$ cat config.mk
export PLATFORM = sky130hd
export DESIGN_NAME = pipeline_stage_write_back
export DESIGN_NICKNAME = d
export VERILOG_FILES = /design/src/rtl/pipeline_stage_write_back_pkg.sv /design/src/rtl/pipeline_stage_write_back_register_file_2r1w.sv /design/src/rtl/pipeline_stage_write_back.sv
export SDC_FILE = /design/constraint.sdc
export NUM_CORES = 2
export LEC_CHECK = 0
export CAP_MARGIN = 15
export CORE_MARGIN = 1.5
export CORE_UTILIZATION = 53
export DETAILED_ROUTE_END_ITERATION = 10
export GPL_TIMING_DRIVEN = 0
export PLACE_DENSITY = 0.71
export SYNTH_ARGS = -nofsm -noshare
export SYNTH_HDL_FRONTEND = slang
export SYNTH_SLANG_ARGS = --single-unit
$ cat constraint.sdc
create_clock -name clock -period 51 [get_ports clock]
set_input_delay 5.1 -clock clock [delete_from_list [all_inputs] [get_ports clock]]
set_output_delay 5.1 -clock clock [all_outputs]
set_load 0.005 [all_outputs]
$ cat src/rtl/pipeline_stage_write_back_pkg.sv
// Shared definitions for the write-back stage: register/data types and the forwarding record.
// The record type is the one the execution and decode hazard units already consume.
package pipeline_stage_write_back_pkg;

  localparam int WB_REG_COUNT    = 32;
  localparam int WB_DATA_WIDTH   = 32;
  localparam int WB_PC_WIDTH     = 32;
  localparam int WB_REG_ID_WIDTH = $clog2(WB_REG_COUNT);

  typedef logic [WB_REG_ID_WIDTH-1:0] register_id_t;
  typedef logic [WB_DATA_WIDTH-1:0]   int_t;

  localparam register_id_t ZERO_REGISTER = {WB_REG_ID_WIDTH{1'b0}};

  typedef struct packed {
    register_id_t registerId;
    logic         dataReady;
    int_t         data;
  } stage_register_data_t;

  // Record meaning "nothing in flight": consumers see r0, ready, zero data.
  function automatic stage_register_data_t emptyRecord();
    stage_register_data_t rec;
    rec.registerId = ZERO_REGISTER;
    rec.dataReady  = 1'b1;
    rec.data       = {WB_DATA_WIDTH{1'b0}};
    return rec;
  endfunction

endpackage

$ cat src/rtl/pipeline_stage_write_back_register_file_2r1w.sv
// Architectural register file: one write port, two combinational read ports with
// same-cycle write-through, and register 0 hardwired to zero.
module register_file_2r1w
  import pipeline_stage_write_back_pkg::*;
#(
  parameter int REG_COUNT  = WB_REG_COUNT,
  parameter int DATA_WIDTH = WB_DATA_WIDTH,
  parameter int ID_WIDTH   = $clog2(REG_COUNT)
) (
  input  logic                  clock,
  input  logic                  reset,
  input  logic                  writeEnable,
  input  logic [ID_WIDTH-1:0]   writeId,
  input  logic [DATA_WIDTH-1:0] writeData,
  input  logic [ID_WIDTH-1:0]   readId1,
  input  logic [ID_WIDTH-1:0]   readId2,
  output logic [DATA_WIDTH-1:0] readData1,
  output logic [DATA_WIDTH-1:0] readData2
);

  logic [DATA_WIDTH-1:0] regs_r [REG_COUNT];
  logic                  writeAccepted_s;

  // A pending write wins over stored contents, except for register 0 which always reads zero.
  function automatic logic [DATA_WIDTH-1:0] bypassSelect(
    input logic [ID_WIDTH-1:0]   rid,
    input logic [DATA_WIDTH-1:0] stored,
    input logic                  we,
    input logic [ID_WIDTH-1:0]   wid,
    input logic [DATA_WIDTH-1:0] wdata
  );
    logic [DATA_WIDTH-1:0] result;
    if (rid == {ID_WIDTH{1'b0}}) begin
      result = {DATA_WIDTH{1'b0}};
    end else if (we && (rid == wid)) begin
      result = wdata;
    end else begin
      result = stored;
    end
    return result;
  endfunction

  assign writeAccepted_s = writeEnable && (writeId != {ID_WIDTH{1'b0}});

  // Storage update; register 0 is never written so it stays at its reset value.
  always_ff @(posedge clock or posedge reset) begin
    if (reset) begin
      for (int i = 0; i < REG_COUNT; i++) begin
        regs_r[i] <= {DATA_WIDTH{1'b0}};
      end
    end else if (writeAccepted_s) begin
      regs_r[writeId] <= writeData;
    end
  end

  // Combinational read ports with write-through.
  always_comb begin
    readData1 = bypassSelect(readId1, regs_r[readId1], writeAccepted_s, writeId, writeData);
    readData2 = bypassSelect(readId2, regs_r[readId2], writeAccepted_s, writeId, writeData);
  end

endmodule

$ cat src/rtl/pipeline_stage_write_back.sv
// Write-back stage: retires memory-stage results, owns the register file and publishes the
// forwarding record. Optional retire/bubble counters under WRITE_BACK_RETIRE_COUNTER_EN.
module pipeline_stage_write_back
  import pipeline_stage_write_back_pkg::*;
#(
  parameter int REG_COUNT  = WB_REG_COUNT,
  parameter int DATA_WIDTH = WB_DATA_WIDTH,
  parameter int PC_WIDTH   = WB_PC_WIDTH
) (
  input  logic                         clock,
  input  logic                         reset,
  input  logic                         inBubble,
  input  logic [PC_WIDTH-1:0]          inProgramCounter,
  input  logic                         inRegWriteEnabled,
  input  logic [$clog2(REG_COUNT)-1:0] inRegWriteId,
  input  logic                         inRegDataWriteReady,
  input  logic [DATA_WIDTH-1:0]        inRegDataWrite,
  input  logic [$clog2(REG_COUNT)-1:0] readId1,
  input  logic [$clog2(REG_COUNT)-1:0] readId2,
  output logic [DATA_WIDTH-1:0]        readData1,
  output logic [DATA_WIDTH-1:0]        readData2,
  output stage_register_data_t         resultOfInstructionAfterWriteBack,
  output logic [PC_WIDTH-1:0]          retiredProgramCounter,
  output logic                         retireValid,
  output logic                         protocolError
`ifdef WRITE_BACK_RETIRE_COUNTER_EN
  ,
  output logic [63:0]                  retireCount,
  output logic [63:0]                  bubbleCount
`endif
);

  localparam int ID_WIDTH = $clog2(REG_COUNT);

  logic                  retire_s;
  logic                  writeCond_s;
  logic                  missingData_s;
  stage_register_data_t  recordNext_s;

  stage_register_data_t  record_r;
  logic [PC_WIDTH-1:0]   retiredPc_r;
  logic                  retireValid_r;
  logic                  protocolError_r;

  // Retire/write qualification; an r0 destination never counts as a write or as an error.
  always_comb begin
    retire_s      = !inBubble;
    writeCond_s   = 1'b0;
    missingData_s = 1'b0;
    if (retire_s && inRegWriteEnabled && (inRegWriteId != {ID_WIDTH{1'b0}})) begin
      writeCond_s   = inRegDataWriteReady;
      missingData_s = !inRegDataWriteReady;
    end else begin
      writeCond_s   = 1'b0;
      missingData_s = 1'b0;
    end
  end

  // Next forwarding record: only a real write publishes its id and data.
  always_comb begin
    recordNext_s = emptyRecord();
    if (writeCond_s) begin
      recordNext_s.registerId = inRegWriteId;
      recordNext_s.dataReady  = 1'b1;
      recordNext_s.data       = inRegDataWrite;
    end else begin
      recordNext_s = emptyRecord();
    end
  end

  register_file_2r1w #(
    .REG_COUNT  (REG_COUNT),
    .DATA_WIDTH (DATA_WIDTH),
    .ID_WIDTH   (ID_WIDTH)
  ) registerFile (
    .clock       (clock),
    .reset       (reset),
    .writeEnable (writeCond_s),
    .writeId     (inRegWriteId),
    .writeData   (inRegDataWrite),
    .readId1     (readId1),
    .readId2     (readId2),
    .readData1   (readData1),
    .readData2   (readData2)
  );

  // Retire bookkeeping, forwarding record and sticky protocol error.
  always_ff @(posedge clock or posedge reset) begin
    if (reset) begin
      record_r        <= emptyRecord();
      retiredPc_r     <= {PC_WIDTH{1'b0}};
      retireValid_r   <= 1'b0;
      protocolError_r <= 1'b0;
    end else begin
      record_r        <= recordNext_s;
      retireValid_r   <= retire_s;
      protocolError_r <= protocolError_r | missingData_s;
      if (retire_s) begin
        retiredPc_r <= inProgramCounter;
      end
    end
  end

  assign resultOfInstructionAfterWriteBack = record_r;
  assign retiredProgramCounter             = retiredPc_r;
  assign retireValid                       = retireValid_r;
  assign protocolError                     = protocolError_r;

`ifdef WRITE_BACK_RETIRE_COUNTER_EN
  logic [63:0] retireCount_r;
  logic [63:0] bubbleCount_r;

  // Free-running event counters, wrapping modulo 2^64.
  always_ff @(posedge clock or posedge reset) begin
    if (reset) begin
      retireCount_r <= 64'd0;
      bubbleCount_r <= 64'd0;
    end else if (retire_s) begin
      retireCount_r <= retireCount_r + 64'd1;
    end else begin
      bubbleCount_r <= bubbleCount_r + 64'd1;
    end
  end

  assign retireCount = retireCount_r;
  assign bubbleCount = bubbleCount_r;
`endif

endmodule

==> flow_summary.ini <==
[timing]
hold_violations = 0
setup_ws_ns = 35.64
skew_ns = 0
fin_setup_tns_ns = 0
holdWs_ns = 0.480
fin_crit_sh = 0.301
max_freq_mhz = 65.1
setup_viol = 0
relSlewSlack = 0.0869
rsz0062_at_grt = false
tightest_slew_ns = 1.37
finalCriticalPeriod_ns = 15.36
slew_violations = 0

[finish]
area_growth_pct = 14.2
nets = 4533
drive_gt1_frac = 0.382
final_area_um2 = 66400
final_core_util = 0.610
instances_no_fill = 5968

[synth]
syn_area_um2 = 58200
async_reset_ff_frac = 1.00
ys_ff_latch = 1095
synth_edf_count = 0
synthTopCellsByArea = dfrtp_1 47%, mux2_2 19%, mux4_2 12%
yosysUniqueCellTypes = 50
synth_seq_area_share = 0.471
synth_ff_type = dfrtp_1
synth_most_common_cell = dfrtp_1
syn_avg_cell_area_um2 = 14.2
ys.warnings.count = 0
synth_top_cell_area_share = 0.471
yosysTopAreaCell = dfrtp_1
syn_nets = 4193
synth_cells = 4109
synth.top_cells.by_count = 1095 x dfrtp_1, 978 x mux2_2, 391 x mux2i_1, 317 x mux4_2, 312 x a22oi_1

[route]
first_iter_violations = 5571
drc = 0
ant_nets = 0
met3_wirelength_um = 27800
drt-total-wl_um = 213000
wl_met2_um = 91800
wl_met1_um = 81500
firstDrtPassIters = 6
wl_per_cell_um = 35.7
routed_via_density = 7.10
route.vias.total = 42400
top_layer_used = met5

[critical_path]
crit_required_ns = 45.90
end_kind = primary output
ff2ff_path_depth = 1
start_kind = input port
cp-endpoint = readData2[20]
r2r_start = registerFile.regs_r[703]
timing.rr.end = registerFile.regs_r[703]
crit_type = input port to primary output
worst_ep_arrival_time_ns = 10.26
crit_path_max_fanout = 11
r2r_slack_ns = 50.16
crit_path_start = inRegWriteId[4]

[placed_design]
gp_congestion = 0.960
io_buffers = 210
numPlacedInstances = 5743
place_ws_ns = 36.21
hpwl_um = 150000
place_area_um2 = 62300

[die]
num_rows = 121
die_h_um = 334
initial_core_util = 0.534
fp.dieW_um = 334
design.core.area_um2 = 109000
die_area_um2 = 112000
ios = 220

[grt]
gr-total-overflow = 0
grt_max_degree = 131
antenna_found_initial = 8
grt_pass1_wl_um = 303000
first_global_vias = 42900
grt_use_total = 0.380

[pwr]
peakVddDrop_mv = 0.0290
p_total_mw = 2.22
p_leak_nw = 30.2
p_per_area_nw_per_um2 = 33.4

[hold_path]
min_path_type = register to register

[clock_network]
cts_tree = built
cts_setup_buffers = 0
clock_latency_ns = 0.74
cts_made_buffers = 118
path_clk_slew_ns = 0.06
clk_path_buf_depth = 3
htreeDepth = 3
cts_sinks = 1095
cts_hold_buf = 0
root_buffer = clkbuf_16
post_cts_resized = 0

[run_status]
status = finished, final reports clean

[job]
cap_violations = 0
metal layers:
layer | global-route usage | vias to the layer above
met2 | 0.550 | 2950
li1 | - | 16600
met4 | 0.185 | 12
met3 | 0.156 | 758
met1 | 0.494 | 22100
met5 | 0.00261 | -
placed cells by master (no fill, tap or decap), types with 64 or more instances in the layout:
cell | synthesis | final
a21oi_1 | 65 | 65
clkbuf_1 | 251 | 280
dfrtp_1 | 1095 | 1095
o211ai_1 | 64 | 64
mux2i_1 | 391 | 391
buf_2 | 170 | 170
mux2_2 | 978 | 978
a22oi_1 | 312 | 312
clkbuf_16 | 0 | 119
clkdlybuf4s50_1 | 0 | 210
mux4_2 | 317 | 317
logic make-up after synthesis:
kind of cell / Yosys count / share of synthesized area
AOI/OAI and AO/OA: 641 / 0.0840
xor gates and xnor gates: 10 / 0.00151
buffers and inverters: 497 / 0.0416
DFF: 1095 / 0.471
muxes: 1732 / 0.388
other: 1 / 0.0000645
and+or+nand+nor: 133 / 0.0135
state kept, by name, summed over array words and instances (netlist names):
signal and count:
resultOfInstructionAfterWriteBack 37, retiredProgramCounter 32, protocolError 1, registerFile.regs_r 1024, retireValid 1
cell type report:
class                           count  area [um2]
Antenna cell                        9        22.5
Buffer                            494        2410
Clock buffer                      179        3510
Clock inverter                     37         551
Fill cell                        8391       42400
Inverter                            3        18.8
Multi-Input combinational cell   2517       28300
Sequential cell                  1095       27400
Tap cell                         1414        1770
Timing Repair Buffer              220        2380
how the worst min path moves through the flow:
stage	from	end	cells past startpoint
6_report	registerFile.regs_r[996]	registerFile.regs_r[996]	1
5_1_grt	registerFile.regs_r[997]	registerFile.regs_r[997]	1
4_1_cts	registerFile.regs_r[995]	registerFile.regs_r[995]	1
3_5_place_dp	registerFile.regs_r[1007]	registerFile.regs_r[1007]	1
3_3_place_gp	protocolError	protocolError	1
2_1_floorplan	registerFile.regs_r[1000]	registerFile.regs_r[1000]	1
power by group:
part	internal, mW	total [mW]	switching (mW)
logic	0.155	0.327	0.172
registers	0.937	0.987	0.0499
clock network	0.534	0.907	0.373
total	1.63	2.22	0.595
critical path: stages:
cell and delay (ns):
clkdlybuf4s50_1 0.59, nor3_1 0.65, nand2_1 1.00, nand2_1 0.34
clkbuf_1 0.60, clkbuf_1 1.00, o311a_1 0.41, clkdlybuf4s50_1 0.54
(Power assumes the default switching activity.)
